### config.mk
export PLATFORM = sky130hd
export DESIGN_NAME = seg7_bcd_scan
export DESIGN_NICKNAME = d
export VERILOG_FILES = /design/src/rtl/seg7_bcd_scan.sv
export SDC_FILE = /design/constraint.sdc
export NUM_CORES = 1
export LEC_CHECK = 0
export BUFFER_PORTS_ARGS = -buffer_cell sky130_fd_sc_hd__clkbuf_2
export CORE_ASPECT_RATIO = 2
export CORE_MARGIN = 10
export CORE_UTILIZATION = 63
export DETAILED_ROUTE_END_ITERATION = 16
export GPL_TIMING_DRIVEN = 1
export PLACE_DENSITY = 0.85
export SLEW_MARGIN = 20
export SYNTH_ARGS = -nofsm -noshare
export SYNTH_HDL_FRONTEND = slang
export SYNTH_SLANG_ARGS = --single-unit
export TNS_END_PERCENT = 1
### constraint.sdc
create_clock -name clk -period 6.4 [get_ports clk]
set_input_delay 0.64 -clock clk [delete_from_list [all_inputs] [get_ports clk]]
set_output_delay 0.64 -clock clk [all_outputs]
set_load 0.05 [all_outputs]
### src/rtl/seg7_bcd_scan.sv
// seg7_bcd_scan: N-digit BCD up/down counter with prescaled count tick,
// parallel load and wrap carry, driving a time-multiplexed 7-segment display
// (one digit active per scan slot, seg/an registered together).
// Optional feature macro: SEG7_LZ_BLANK_EN (leading-zero blanking).
module seg7_bcd_scan #(
  parameter int DIGITS     = 4,
  parameter int TICK_DIV   = 100000000,
  parameter int SCAN_DIV   = 100000,
  parameter int ACTIVE_LOW = 0
) (
  input  logic                  clk,
  input  logic                  rst,
  input  logic                  en,
  input  logic                  up_dn,
  input  logic                  load,
  input  logic [4*DIGITS-1:0]   load_val,
  output logic [7:0]            seg,
  output logic [DIGITS-1:0]     an,
  output logic                  carry,
  output logic [4*DIGITS-1:0]   value
);

  localparam int PW = (TICK_DIV > 1) ? $clog2(TICK_DIV) : 1;
  localparam int SW = (SCAN_DIV > 1) ? $clog2(SCAN_DIV) : 1;
  localparam int IW = (DIGITS > 1) ? $clog2(DIGITS) : 1;

  localparam logic [PW-1:0]     PRESC_LAST = PW'(TICK_DIV - 1);
  localparam logic [SW-1:0]     SCAN_LAST  = SW'(SCAN_DIV - 1);
  localparam logic [IW-1:0]     IDX_LAST   = IW'(DIGITS - 1);
  localparam logic [7:0]        SEG_MASK   = (ACTIVE_LOW != 0) ? 8'hFF : 8'h00;
  localparam logic [DIGITS-1:0] AN_MASK    = (ACTIVE_LOW != 0) ? {DIGITS{1'b1}} : {DIGITS{1'b0}};
  localparam logic [DIGITS-1:0] AN_FIRST   = DIGITS'(1);

  // Active-high segment code {a,b,c,d,e,f,g,dp} for one BCD digit.
  function automatic logic [7:0] seg_code(input logic [3:0] d);
    logic [7:0] code;
    case (d)
      4'd0:    code = 8'hFC;
      4'd1:    code = 8'h60;
      4'd2:    code = 8'hDA;
      4'd3:    code = 8'hF2;
      4'd4:    code = 8'h66;
      4'd5:    code = 8'hB6;
      4'd6:    code = 8'hBE;
      4'd7:    code = 8'hE0;
      4'd8:    code = 8'hFE;
      4'd9:    code = 8'hE6;
      default: code = 8'h00;
    endcase
    return code;
  endfunction

  logic [4*DIGITS-1:0] count;
  logic [4*DIGITS-1:0] count_next;
  logic [4*DIGITS-1:0] load_clean;
  logic [PW-1:0]       presc;
  logic [SW-1:0]       scan_cnt;
  logic [IW-1:0]       idx;
  logic                carry_r;
  logic [7:0]          seg_r;
  logic [DIGITS-1:0]   an_r;
  logic                tick;
  logic                wrap;
  logic                propagate;
  logic [3:0]          digit;
  logic [3:0]          cur_digit;
  logic                cur_blank;
  logic [DIGITS-1:0]   an_next;

  assign tick = en && (presc == PRESC_LAST);

  // Ripple the +1 / -1 through the digits; a carry out of the top digit is a wrap.
  always_comb begin
    count_next = count;
    propagate  = 1'b1;
    digit      = 4'd0;
    for (int i = 0; i < DIGITS; i++) begin
      digit = count[4*i +: 4];
      if (propagate) begin
        if (up_dn) begin
          if (digit == 4'd9) begin
            count_next[4*i +: 4] = 4'd0;
          end else begin
            count_next[4*i +: 4] = digit + 4'd1;
            propagate = 1'b0;
          end
        end else begin
          if (digit == 4'd0) begin
            count_next[4*i +: 4] = 4'd9;
          end else begin
            count_next[4*i +: 4] = digit - 4'd1;
            propagate = 1'b0;
          end
        end
      end
    end
    wrap = propagate;
  end

  // Non-BCD nibbles in the load value are forced to 0 so the count stays legal.
  always_comb begin
    load_clean = '0;
    for (int i = 0; i < DIGITS; i++) begin
      if (load_val[4*i +: 4] <= 4'd9) begin
        load_clean[4*i +: 4] = load_val[4*i +: 4];
      end
    end
  end

  // Pick the digit and one-hot select for the current scan slot.
  always_comb begin
    cur_digit = count[3:0];
    an_next   = '0;
    for (int i = 0; i < DIGITS; i++) begin
      if (IW'(i) == idx) begin
        cur_digit  = count[4*i +: 4];
        an_next[i] = 1'b1;
      end
    end
  end

`ifdef SEG7_LZ_BLANK_EN
  logic [DIGITS-1:0] lz;
  logic              higher_zero;

  // A digit is blanked when it and every digit above it are zero; digit 0 always shows.
  always_comb begin
    lz          = '0;
    higher_zero = 1'b1;
    cur_blank   = 1'b0;
    for (int i = DIGITS - 1; i >= 0; i--) begin
      higher_zero = higher_zero && (count[4*i +: 4] == 4'd0);
      lz[i] = higher_zero;
    end
    lz[0] = 1'b0;
    for (int i = 0; i < DIGITS; i++) begin
      if (IW'(i) == idx) begin
        cur_blank = lz[i];
      end
    end
  end
`else
  assign cur_blank = 1'b0;
`endif

  // Count, prescaler and carry pulse: reset beats load, load beats tick.
  always_ff @(posedge clk) begin
    if (rst) begin
      count   <= '0;
      presc   <= '0;
      carry_r <= 1'b0;
    end else if (load) begin
      count   <= load_clean;
      presc   <= '0;
      carry_r <= 1'b0;
    end else begin
      if (en) begin
        presc <= tick ? '0 : presc + 1'b1;
      end
      if (tick) begin
        count   <= count_next;
        carry_r <= wrap;
      end else begin
        carry_r <= 1'b0;
      end
    end
  end

  // Free-running scan slot timer stepping the digit index, independent of en.
  always_ff @(posedge clk) begin
    if (rst) begin
      scan_cnt <= '0;
      idx      <= '0;
    end else if (scan_cnt == SCAN_LAST) begin
      scan_cnt <= '0;
      idx      <= (idx == IDX_LAST) ? '0 : idx + 1'b1;
    end else begin
      scan_cnt <= scan_cnt + 1'b1;
    end
  end

  // Register seg and an on the same edge so they never disagree at the pins.
  always_ff @(posedge clk) begin
    if (rst) begin
      seg_r <= seg_code(4'd0) ^ SEG_MASK;
      an_r  <= AN_FIRST ^ AN_MASK;
    end else begin
      seg_r <= (cur_blank ? 8'h00 : seg_code(cur_digit)) ^ SEG_MASK;
      an_r  <= an_next ^ AN_MASK;
    end
  end

  assign seg   = seg_r;
  assign an    = an_r;
  assign carry = carry_r;
  assign value = count;

endmodule
* Yosys cells after proc, flatten, opt, wreduce, memory -nomap -nowiden
Memory sizes are Yosys's and may differ from the RTL's. A register that Yosys moved wholly into a read port is not among the register bits.
Cells that the tools add are included.
** Storage, ports and cells
- Flip-flop bits (word level) :: 75
- Memory bits (read-only) :: 112
- Input port bits :: 21
- Output and inout port bits :: 29
- Logic and storage cells :: 98
- Memories kept :: 1
** Memories
- (name not given) :: depth 16, width 7, read ports 1, clocked after Yosys merged registers in 1, wr ports 0, RTL line 37 : case (d)
** Operators by class
- Add/sub/neg operators :: 11
- Magnitude comparators :: 4
- Equal/unequal tests :: 10
- Muxes and demuxes :: 44
- Bitwise gates (word level) :: 2
- Reductions and logical operators :: 16
** Operators with widths (count)
- 4-bit 2-to-1 mux :: 22
- 16-bit 2-to-1 mux :: 2
- 27-bit by 1-bit adder with 27-bit output, second input constant :: 1
- 27-bit == test, second input constant :: 1
- 27-bit 2-to-1 mux :: 1
- 1-bit 2-to-1 mux :: 18
- 17-bit by 1-bit adder with 17-bit output, second input constant :: 1
- 17-bit == test, second input constant :: 1
- 4-bit by 1-bit adder with 4-bit output, second input constant :: 4
- 4-bit == test, second input constant :: 4
- 4-bit <= comparator, second input constant :: 4
- 4-bit zero test :: 4
- 4-bit by 1-bit subtractor with 4-bit output, second input constant :: 4
- 2-bit nonzero test :: 4
- 2-bit AND reduction :: 3
- 2-bit == test, first input constant :: 2
- 2-bit OR reduction :: 2
- 4-bit OR reduction :: 1
- 2-bit by 1-bit adder with 2-bit output, second input constant :: 1
- 1-bit by 2-bit == test with 1-bit output, first input constant :: 1
- 2-bit == test, second input constant :: 1
- 2-bit zero test :: 1
- 2-bit 2-to-1 mux :: 1
- 1-bit inverter :: 2
- 1-bit logical AND :: 1

* Longest topological paths before layout
Gate-level depths: netlist (run 1).
- Depth after elaboration :: 8
- Depth in mapped cells :: 11
- Mapped depth without buffers :: 10

* Worst setup path after synthesis (run 1)
Ideal clock, no wire load.
- Kind :: reg-to-reg
- From :: reg count[0], in the netlist value[0]
- To :: reg count[12], in the netlist value[12]
- Library setup time :: 0.091 ns
- Arrival time :: 2.150 ns
- Slack :: 4.159 ns
- Stages on the path, launching flop included :: 7
- Buffers on the path :: 1
- Period minus slack after synthesis :: 2.241 ns
- Cell sequence :: dfxtp_1 > clkbuf_1 > nand3_1 > a211oi_2 > nand4_2 > or3_1 > a311oi_1
** Between the ends
- Word-level cells in the longest chain between the ends :: 7
** RTL lines
- start, declared :: RTL line 53 : logic [4*DIGITS-1:0] count;
- start signal, assigned :: RTL line 153 : count <= load_clean;
- start signal, assigned :: RTL line 161 : count <= count_next;
- 4-bit == test / 4-bit zero test (equally long branches) :: RTL line 81, 88
- 1-bit 2-to-1 mux, on equally long branches :: RTL line 81, 88
- 1-bit 2-to-1 mux * :: RTL line 80 : if (up_dn) begin
- 1-bit 2-to-1 mux * (2 in a row) :: RTL line 79 : if (propagate) begin
- 2-bit nonzero test (no line) *
- 2-bit AND reduction (no line) *
Mark *: on every way between the ends. The rest lies on a longest branch, timed or not.
A chain may end at the register's enable or synchronous reset.

* Worst setup path after layout (run 1)
- From :: in up_dn
- To :: reg count[12], in the netlist value[12]
** Between the ends
- Word-level cells in the longest chain between the ends :: 5
** RTL lines
- start, declared :: RTL line 14 : input logic up_dn,
- 1-bit 2-to-1 mux :: RTL line 80
- 1-bit 2-to-1 mux (2 in a row) :: RTL line 79
- 2-bit nonzero test (no line)
- 2-bit AND reduction (no line)
Several ways; a longest one is shown, not always the timed one. The select of a mux whose other input is x is not followed.

==> impl_metrics.prom, run 1 <==
# TYPE chip_impl_metric gauge
chip_impl_metric{name="wl_per_cell",unit="um"} 16.2
chip_impl_metric{name="synth-seq-cells",unit=""} 74
chip_impl_metric{name="worstPathRequired",unit="ps"} 6650
chip_impl_metric{name="critical_path_arrival",unit="ps"} 2770
chip_impl_metric{name="drc_errors",unit=""} 0
chip_impl_metric{name="postRouteAntennaNets",unit=""} 0
chip_impl_info{name="final_cell_mix",value="74 x dfxtp_1, 67 x nor2_1, 48 x clkbuf_2"} 1
chip_impl_info{name="critPathTopFamily",value="simple AND/OR/NAND/NOR gates"} 1
chip_impl_metric{name="synth-warning-count",unit=""} 0
chip_impl_metric{name="cts_hold_buffers",unit=""} 0
chip_impl_metric{name="grt_max_degree",unit=""} 43
chip_impl_metric{name="delay_of_the_slowest_cell_on_the_worst_path",unit="ps"} 530
chip_impl_metric{name="tritoncts.num_buffers",unit=""} 9
chip_impl_metric{name="pwr_density_cell",unit="mW/mm^2"} 246
chip_impl_metric{name="die-width",unit="um"} 79.1
chip_impl_metric{name="max_slew.worst_pin.slew",unit="ps"} 953
chip_impl_metric{name="via_count_of_the_first_global_routing_pass",unit=""} 4001
chip_impl_metric{name="final_period_minus_worst_setup_slack",unit="ps"} 2520
chip_impl_info{name="result_of_the_run",value="finished clean"} 1
chip_impl_info{name="min-delay-path-class",value="reg2reg"} 1
chip_impl_metric{name="yosysSeqAreaShare",unit="%"} 33.6
chip_impl_metric{name="synthCells",unit=""} 533
chip_impl_metric{name="worstHoldPathCells",unit=""} 1
chip_impl_metric{name="place_hpwl",unit="um"} 7480
chip_impl_metric{name="synth_nets",unit=""} 566
chip_impl_metric{name="globalRouteTotalUtil",unit="%"} 19.3
chip_impl_metric{name="postCtsSetupBuffers",unit=""} 0
chip_impl_metric{name="numClockSinks",unit=""} 74
chip_impl_metric{name="distinct_cell_type_count_after_synthesis",unit=""} 70
chip_impl_metric{name="drt-initial-drc-count",unit=""} 271
chip_impl_metric{name="nFillCells",unit=""} 550
chip_impl_metric{name="area_after_dpl",unit="sq mm"} 0.00454
chip_impl_info{name="tritoncts_clock_tree",value="yes"} 1
chip_impl_metric{name="global_route_wire_length_before_repair",unit="um"} 17600
chip_impl_metric{name="fp.dieH",unit="um"} 138
chip_impl_info{name="critPathSlowestCell",value="or3_1"} 1
chip_impl_metric{name="r2r_setup_slack",unit="ps"} 3970
chip_impl_info{name="critical_path.cell_chain",value="clkbuf_2 -> or3_1 -> a211oi_1 -> nand4_2 -> or3_1 -> a311oi_1"} 1
chip_impl_metric{name="cts-htree-levels",unit=""} 3
chip_impl_info{name="clock_tree.root_cell",value="clkbuf_16"} 1
chip_impl_metric{name="layout.area.seq",unit="sq mm"} 0.00148
chip_impl_metric{name="synth_async_sr_flop_share",unit="%"} 0
chip_impl_metric{name="layout_cells_sized_above_1",unit="%"} 14.9
chip_impl_info{name="top_flip_flop_cell_by_instance_count_after_synthesis",value="dfxtp_1"} 1
chip_impl_metric{name="finalWeightedCongestion",unit=""} 0.869
chip_impl_metric{name="syn_area",unit="sq mm"} 0.00441
chip_impl_metric{name="per_cell_via_count_in_the_routed_design",unit=""} 6.21
chip_impl_metric{name="multi_input_area",unit="sq mm"} 0.00264
chip_impl_info{name="final_common_cell",value="dfxtp_1"} 1
chip_impl_metric{name="floorplan.initialDensity",unit="%"} 64.0
chip_impl_info{name="worst-setup-path-type",value="in2reg"} 1
chip_impl_metric{name="cts_repair_resize_count",unit=""} 0
chip_impl_metric{name="hold_ws",unit="ps"} 466
chip_impl_metric{name="wirelength",unit="um"} 10500
chip_impl_metric{name="floorplan.rows",unit=""} 43
chip_impl_metric{name="clock_insertion_delay_worst_skew",unit="ps"} 340
chip_impl_info{name="launch_instance_of_the_worst_register_to_register_path",value="idx[0]$_SDFFE_PP0N_"} 1
chip_impl_metric{name="post_place_setup_slack",unit="ps"} 3560
chip_impl_metric{name="detailroute.via_count",unit=""} 4020
chip_impl_metric{name="grt_overflow_total",unit=""} 0
chip_impl_metric{name="final_cell_area",unit="sq mm"} 0.00489
chip_impl_info{name="cp_common_cell",value="or3_1"} 1
chip_impl_metric{name="antenna_found_initial",unit=""} 0
chip_impl_metric{name="setup_slack",unit="ps"} 3880
chip_impl_info{name="worst_setup_path_start_kind",value="input pin"} 1
chip_impl_metric{name="drv.max_cap_violation_count",unit=""} 0
chip_impl_metric{name="power.static_leakage",unit="nW"} 1.79
chip_impl_metric{name="core_region_area",unit="sq mm"} 0.00689
chip_impl_info{name="setup_repair_after_global_routing_missed_its_margin",value="false"} 1
chip_impl_metric{name="syn_avg_cell_area",unit="sq um"} 8.27
chip_impl_metric{name="max_clock_freq",unit="GHz"} 0.397
chip_impl_metric{name="clock_skew",unit="ps"} 6.00
chip_impl_metric{name="fp.dieArea",unit="sq mm"} 0.0109
chip_impl_metric{name="number_of_input_and_output_port_buffers_inserted",unit=""} 48
chip_impl_metric{name="drv_slew",unit=""} 0
chip_impl_metric{name="syn_to_final_growth",unit="%"} 11.0
chip_impl_metric{name="synth-edff-count",unit=""} 0
chip_impl_metric{name="clkTransAtPathRegs",unit="ps"} 60
chip_impl_metric{name="final_net_count",unit=""} 585
chip_impl_metric{name="clockBufferDepth",unit=""} 2
chip_impl_metric{name="finalCritPeriodShare",unit="%"} 39.4
chip_impl_metric{name="timing.slew.headroom",unit="%"} 34.7
chip_impl_metric{name="pin_count",unit=""} 50
chip_impl_metric{name="worst_vdd_ir",unit="V"} 0.000207
chip_impl_metric{name="drtPass1Iterations",unit=""} 6
chip_impl_info{name="hold_path_end",value="scan_cnt[0]$_SDFF_PP0_"} 1
chip_impl_info{name="critPathCaptureType",value="register"} 1
chip_impl_metric{name="diodes",unit=""} 0
chip_impl_metric{name="setup_violations",unit=""} 0
chip_impl_metric{name="fin_tns_setup",unit="ps"} 0
chip_impl_info{name="hold_path_startpoint",value="scan_cnt[0]$_SDFF_PP0_"} 1
chip_impl_metric{name="hold_viol_final",unit=""} 0
chip_impl_metric{name="worstPathBufferInverterCount",unit=""} 1
chip_impl_metric{name="worst_r2r_path_depth",unit=""} 8
chip_impl_info{name="crit_reg_reg_endpoint",value="seg[4]$_SDFF_PP1_"} 1
chip_impl_metric{name="crit_fanout",unit=""} 42
## worst max path at each step
stage | slack, ps | depth (start not counted) | to | start
2_1_floorplan | 4160 | 6 | value[12]$_SDFFE_PP0P_ | value[0]$_SDFFE_PP0P_
3_3_place_gp | 3610 | 6 | value[5]$_SDFFE_PP0P_ | up_dn
3_5_place_dp | 3560 | 6 | value[14]$_SDFFE_PP0P_ | up_dn
4_1_cts | 3920 | 6 | value[14]$_SDFFE_PP0P_ | up_dn
5_1_grt | 3690 | 6 | value[5]$_SDFFE_PP0P_ | up_dn
6_report | 3880 | 6 | value[12]$_SDFFE_PP0P_ | up_dn
## where the power goes
group	internal [mW]	switching, mW	total (mW)
Clock	0.392	0.200	0.592
Sequential	0.471	0.0194	0.491
Combinational	0.0396	0.0810	0.121
## final cells by class
type / count / share of cell area [%]
Timing Repair Buffer: 48 / 4.91
Tap cell: 90 / 2.30
Inverter: 19 / 1.46
Clock inverter: 6 / 2.33
Sequential cell: 74 / 30.3
Multi-Input combinational cell: 400 / 53.9
Clock buffer: 10 / 4.88
## logic make-up (layout without fill, tap and decap cells)
kind of cell,after synthesis,count (layout),synth area share [%]
adder cells (fa/ha/maj),12,12,3.41
XOR/XNOR,50,50,9.93
multiplexers,19,19,4.43
AO/OA/AOI/OAI,93,93,14.4
AND/OR/NAND/NOR,225,225,27.5
flip-flops,74,74,33.6
other,1,1,0.0851
buffers and inverters,59,83,6.59
## synthesized netlist by cell type (4+ instances only)
library cell / count / area [sq um]
a31oi_1: 5 / 31.3
clkbuf_8: 4 / 55.1
nor4_1: 11 / 68.8
xnor2_1: 26 / 228
or3_1: 7 / 43.8
a211oi_1: 7 / 52.6
or2_2: 7 / 43.8
nand4_1: 11 / 68.8
nand3b_1: 4 / 30.0
buf_2: 9 / 45.0
o21bai_1: 4 / 30.0
nor2_1: 67 / 251
inv_1: 19 / 71.3
nand2_1: 25 / 93.8
xor2_1: 24 / 210
nand4b_1: 4 / 35.0
and4_1: 4 / 35.0
dfxtp_1: 74 / 1480
mux2i_1: 15 / 150
nor2b_1: 5 / 31.3
nand2b_1: 9 / 56.3
nand3_1: 27 / 135
o21ai_0: 22 / 110
ha_1: 12 / 150
nor3_1: 15 / 75.1
clkbuf_1: 23 / 86.3
a21oi_1: 15 / 75.1
or4_1: 4 / 30.0
and3_1: 9 / 56.3
mux2_2: 4 / 45.0
## state kept, by name, indices dropped and copies added (netlist names)
register,count
an,4
carry,1
idx,2
presc,27
scan_cnt,17
seg,7
value,16
## metrics by stage
| step | cells | util [%] | total power [mW] |
|---|---|---|---|
| final | 647 | 71.1 | 1.20 |
| after global routing | 647 | 71.1 | 1.24 |
| after CTS | 647 | 71.1 | 1.21 |
| after detailed placement | 631 | 66.0 | 0.620 |
| after global placement | 631 | 66.0 | 0.616 |
| after floorplan | 533 | - | 0.592 |
## layer usage
metal	vias up	part of all wire [%]	track usage, %
li1	1942	-	-
met1	1922	36	17.3
met2	121	54	35.1
met3	35	5.6	6.17
met4	0	4.0	12.3
met5	-	0	0
Note: power is estimated with default switching activity, not from simulation.
==> inputs of run 2 (changes only) <==
--- a/config.mk
+++ b/config.mk
@@ -8,10 +8,10 @@
 export BUFFER_PORTS_ARGS = -buffer_cell sky130_fd_sc_hd__clkbuf_2
 export CORE_ASPECT_RATIO = 2
 export CORE_MARGIN = 10
-export CORE_UTILIZATION = 63
+export CORE_UTILIZATION = 53
 export DETAILED_ROUTE_END_ITERATION = 16
 export GPL_TIMING_DRIVEN = 1
-export PLACE_DENSITY = 0.85
+export PLACE_DENSITY = 0.76
 export SLEW_MARGIN = 20
 export SYNTH_ARGS = -nofsm -noshare
 export SYNTH_HDL_FRONTEND = slang
==> constraint.sdc (replaced) <==
create_clock -name clk -period 2.1 [get_ports clk]
set_input_delay 0.21 -clock clk [delete_from_list [all_inputs] [get_ports clk]]
set_output_delay 0.21 -clock clk [all_outputs]
set_load 0.05 [all_outputs]
==> run 2 against run 1 <==
Net effect: combinational power grew to 3.6 times the previous value; global-route usage shrank 2.0 points; highest routed layer unchanged; via count increased by 1.8%; sequential power grew to 3.0 times the previous value.
==> impl_metrics.prom, run 2 (synthesis gave the netlist of run 1 again) <==
# TYPE chip_impl_metric gauge
chip_impl_info{name="result_of_the_run",value="finished clean"} 1
chip_impl_metric{name="place_hpwl",unit="um"} 8420
chip_impl_metric{name="postRouteAntennaNets",unit=""} 0
chip_impl_metric{name="r2r_setup_slack",unit="ps"} 90
chip_impl_metric{name="max_clock_freq",unit="GHz"} 0.498
chip_impl_metric{name="hold_viol_final",unit=""} 0
chip_impl_info{name="setup_repair_after_global_routing_missed_its_margin",value="true"} 1
chip_impl_metric{name="post_place_setup_slack",unit="ps"} 30.7
chip_impl_metric{name="timing.slew.headroom",unit="%"} 66.5
chip_impl_info{name="critPathSlowestCell",value="or4_1"} 1
chip_impl_metric{name="multi_input_area",unit="sq mm"} 0.00271
chip_impl_info{name="tritoncts_clock_tree",value="yes"} 1
chip_impl_metric{name="finalWeightedCongestion",unit=""} 0.906
chip_impl_metric{name="crit_fanout",unit=""} 7
chip_impl_metric{name="die-width",unit="um"} 84.5
chip_impl_metric{name="combinational_group_share_of_total_power",unit="%"} 13.5
chip_impl_metric{name="numClockSinks",unit=""} 74
chip_impl_metric{name="drv_slew",unit=""} 0
chip_impl_info{name="registers.top_by_ff_count",value="presc"} 1
chip_impl_info{name="final_common_cell",value="nor2_1"} 1
chip_impl_metric{name="hold_ws",unit="ps"} 131
chip_impl_metric{name="worstPathRequired",unit="ps"} 2330
chip_impl_metric{name="seq_power_share",unit="%"} 45.6
chip_impl_metric{name="fp.dieArea",unit="sq mm"} 0.0126
chip_impl_metric{name="layout_cells_sized_above_1",unit="%"} 23.4
chip_impl_metric{name="dp_cells",unit=""} 679
chip_impl_metric{name="drtPass1Iterations",unit=""} 5
chip_impl_metric{name="clock_insertion_delay_worst_skew",unit="ps"} 330
chip_impl_metric{name="cts-htree-levels",unit=""} 3
chip_impl_metric{name="grt_overflow_total",unit=""} 0
chip_impl_metric{name="detailroute.via_count",unit=""} 4092
chip_impl_metric{name="power.static_leakage",unit="nW"} 1.98
chip_impl_metric{name="antenna_found_initial",unit=""} 0
chip_impl_metric{name="share_clk_of_total_power",unit="%"} 40.9
chip_impl_metric{name="p_sw",unit="mW"} 0.866
chip_impl_metric{name="setup_slack",unit="ps"} 93.0
chip_impl_metric{name="drt-initial-drc-count",unit=""} 197
chip_impl_metric{name="globalRouteTotalUtil",unit="%"} 17.3
chip_impl_metric{name="critical_path_arrival",unit="ps"} 2240
chip_impl_metric{name="delay_of_the_slowest_cell_on_the_worst_path",unit="ps"} 500
chip_impl_metric{name="via_count_of_the_first_global_routing_pass",unit=""} 3936
chip_impl_info{name="min-delay-path-class",value="in2reg"} 1
chip_impl_metric{name="diodes",unit=""} 0
chip_impl_info{name="final_cell_mix",value="67 x nor2_1, 65 x dfxtp_1, 48 x clkbuf_2"} 1
chip_impl_metric{name="drc_errors",unit=""} 0
chip_impl_metric{name="wirelength",unit="um"} 11300
chip_impl_metric{name="number_of_input_and_output_port_buffers_inserted",unit=""} 48
chip_impl_metric{name="power.internal",unit="mW"} 2.36
chip_impl_metric{name="postCtsSetupBuffers",unit=""} 0
chip_impl_metric{name="setup_violations",unit=""} 0
chip_impl_metric{name="worst_vdd_ir",unit="V"} 0.000467
chip_impl_metric{name="finalCritPeriodShare",unit="%"} 95.6
chip_impl_metric{name="clockBufferDepth",unit=""} 2
chip_impl_metric{name="worstPathBufferInverterCount",unit=""} 0
chip_impl_metric{name="nFillCells",unit=""} 694
chip_impl_info{name="critical_path.cell_chain",value="ha_2 -> nand4_4 -> or3_4 -> or4_1 -> xnor2_1 -> nor2_1"} 1
chip_impl_metric{name="max_slew.worst_pin.slew",unit="ps"} 501
chip_impl_info{name="critPathTopFamily",value="simple AND/OR/NAND/NOR gates"} 1
chip_impl_metric{name="non_filler_instance_count_after_layout",unit=""} 692
chip_impl_metric{name="pin_count",unit=""} 50
chip_impl_info{name="critPathCaptureType",value="register"} 1
chip_impl_metric{name="final_period_minus_worst_setup_slack",unit="ps"} 2010
chip_impl_metric{name="clkTransAtPathRegs",unit="ps"} 60
chip_impl_metric{name="fp.dieH",unit="um"} 149
chip_impl_metric{name="wl_per_cell",unit="um"} 16.3
chip_impl_metric{name="floorplan.initialDensity",unit="%"} 53.9
chip_impl_metric{name="swShare",unit="%"} 26.8
chip_impl_metric{name="final_net_count",unit=""} 625
chip_impl_info{name="worst-setup-path-type",value="reg2reg"} 1
chip_impl_metric{name="floorplan.rows",unit=""} 47
chip_impl_info{name="worst_setup_path_start_kind",value="register"} 1
chip_impl_metric{name="grt_max_degree",unit=""} 25
chip_impl_metric{name="layout.area.seq",unit="sq mm"} 0.00149
chip_impl_metric{name="clock_skew",unit="ps"} 5.95
chip_impl_metric{name="drv.max_cap_violation_count",unit=""} 0
chip_impl_metric{name="pwr_density_cell",unit="mW/mm^2"} 619
chip_impl_metric{name="syn_to_final_growth",unit="%"} 18.1
chip_impl_metric{name="core_region_area",unit="sq mm"} 0.00817
chip_impl_metric{name="largest_reg_flops",unit=""} 27
chip_impl_metric{name="global_route_wire_length_before_repair",unit="um"} 18200
chip_impl_metric{name="tritoncts.num_buffers",unit=""} 9
chip_impl_info{name="clock_tree.root_cell",value="clkbuf_16"} 1
chip_impl_metric{name="per_cell_via_count_in_the_routed_design",unit=""} 5.91
## run 2: path summary, 6_finish.rpt
kind,startpoint,endpoint,depth (start not counted)
setup / recovery,presc[0]$_SDFFE_PP0P_,presc[24]$_SDFFE_PP0P_,6
hold / removal,load_val[11],value[10]$_SDFFE_PP0P_,2
setup reg to reg,presc[0]$_SDFFE_PP0P_,presc[24]$_SDFFE_PP0P_,6
hold reg to reg,scan_cnt[0]$_SDFF_PP0_,scan_cnt[0]$_SDFF_PP0_,1
## run 2: layout make-up
class                           instances  share of cell area, %
Clock buffer                            9                   4.32
Clock inverter                          4                  0.432
Inverter                               19                   1.37
Multi-Input combinational cell        400                   52.0
Sequential cell                        74                   28.7
Tap cell                               98                   2.35
Timing Repair Buffer                   88                   10.9
## run 2: layer usage
layer  global-route usage [%]  vias up  share of wire, %
li1                         -     2017                 -
met1                     16.7     1920                37
met2                     31.9      128                55
met3                     4.10       27               5.5
met4                     10.2        0               2.5
met5                        0        -                 0
## run 2: power by group through the flow
stage	combinational (mW)	clock (mW)	sequential [mW]
6_report	0.436	1.32	1.47
5_1_grt	0.470	1.41	1.47
4_1_cts	0.434	1.36	1.47
3_5_place_dp	0.433	0	1.50
3_3_place_gp	0.425	0	1.50
2_1_floorplan	0.234	0	1.57
## run 2: repair_timing
action                                  in CTS  in global routing
gates resized for setup                      0                 17
hold buffers                                 0                  0
endpoints found under the setup margin       0                 16
## run 2: metrics by stage
| stage | util [%] | cell area, sq um | power (mW) | TNS [ps] |
|---|---|---|---|---|
| after detailed placement | 59.8 | 4890 | 1.93 | 0 |
| after global placement | 59.8 | 4890 | 1.92 | 0 |
| after global routing | 63.7 | 5210 | 3.35 | -18.6 |
| after floorplan | - | 4420 | 1.81 | -10.5 |
| final | 63.7 | 5210 | 3.23 | 0 |
| after CTS | 62.8 | 5130 | 3.26 | 0 |
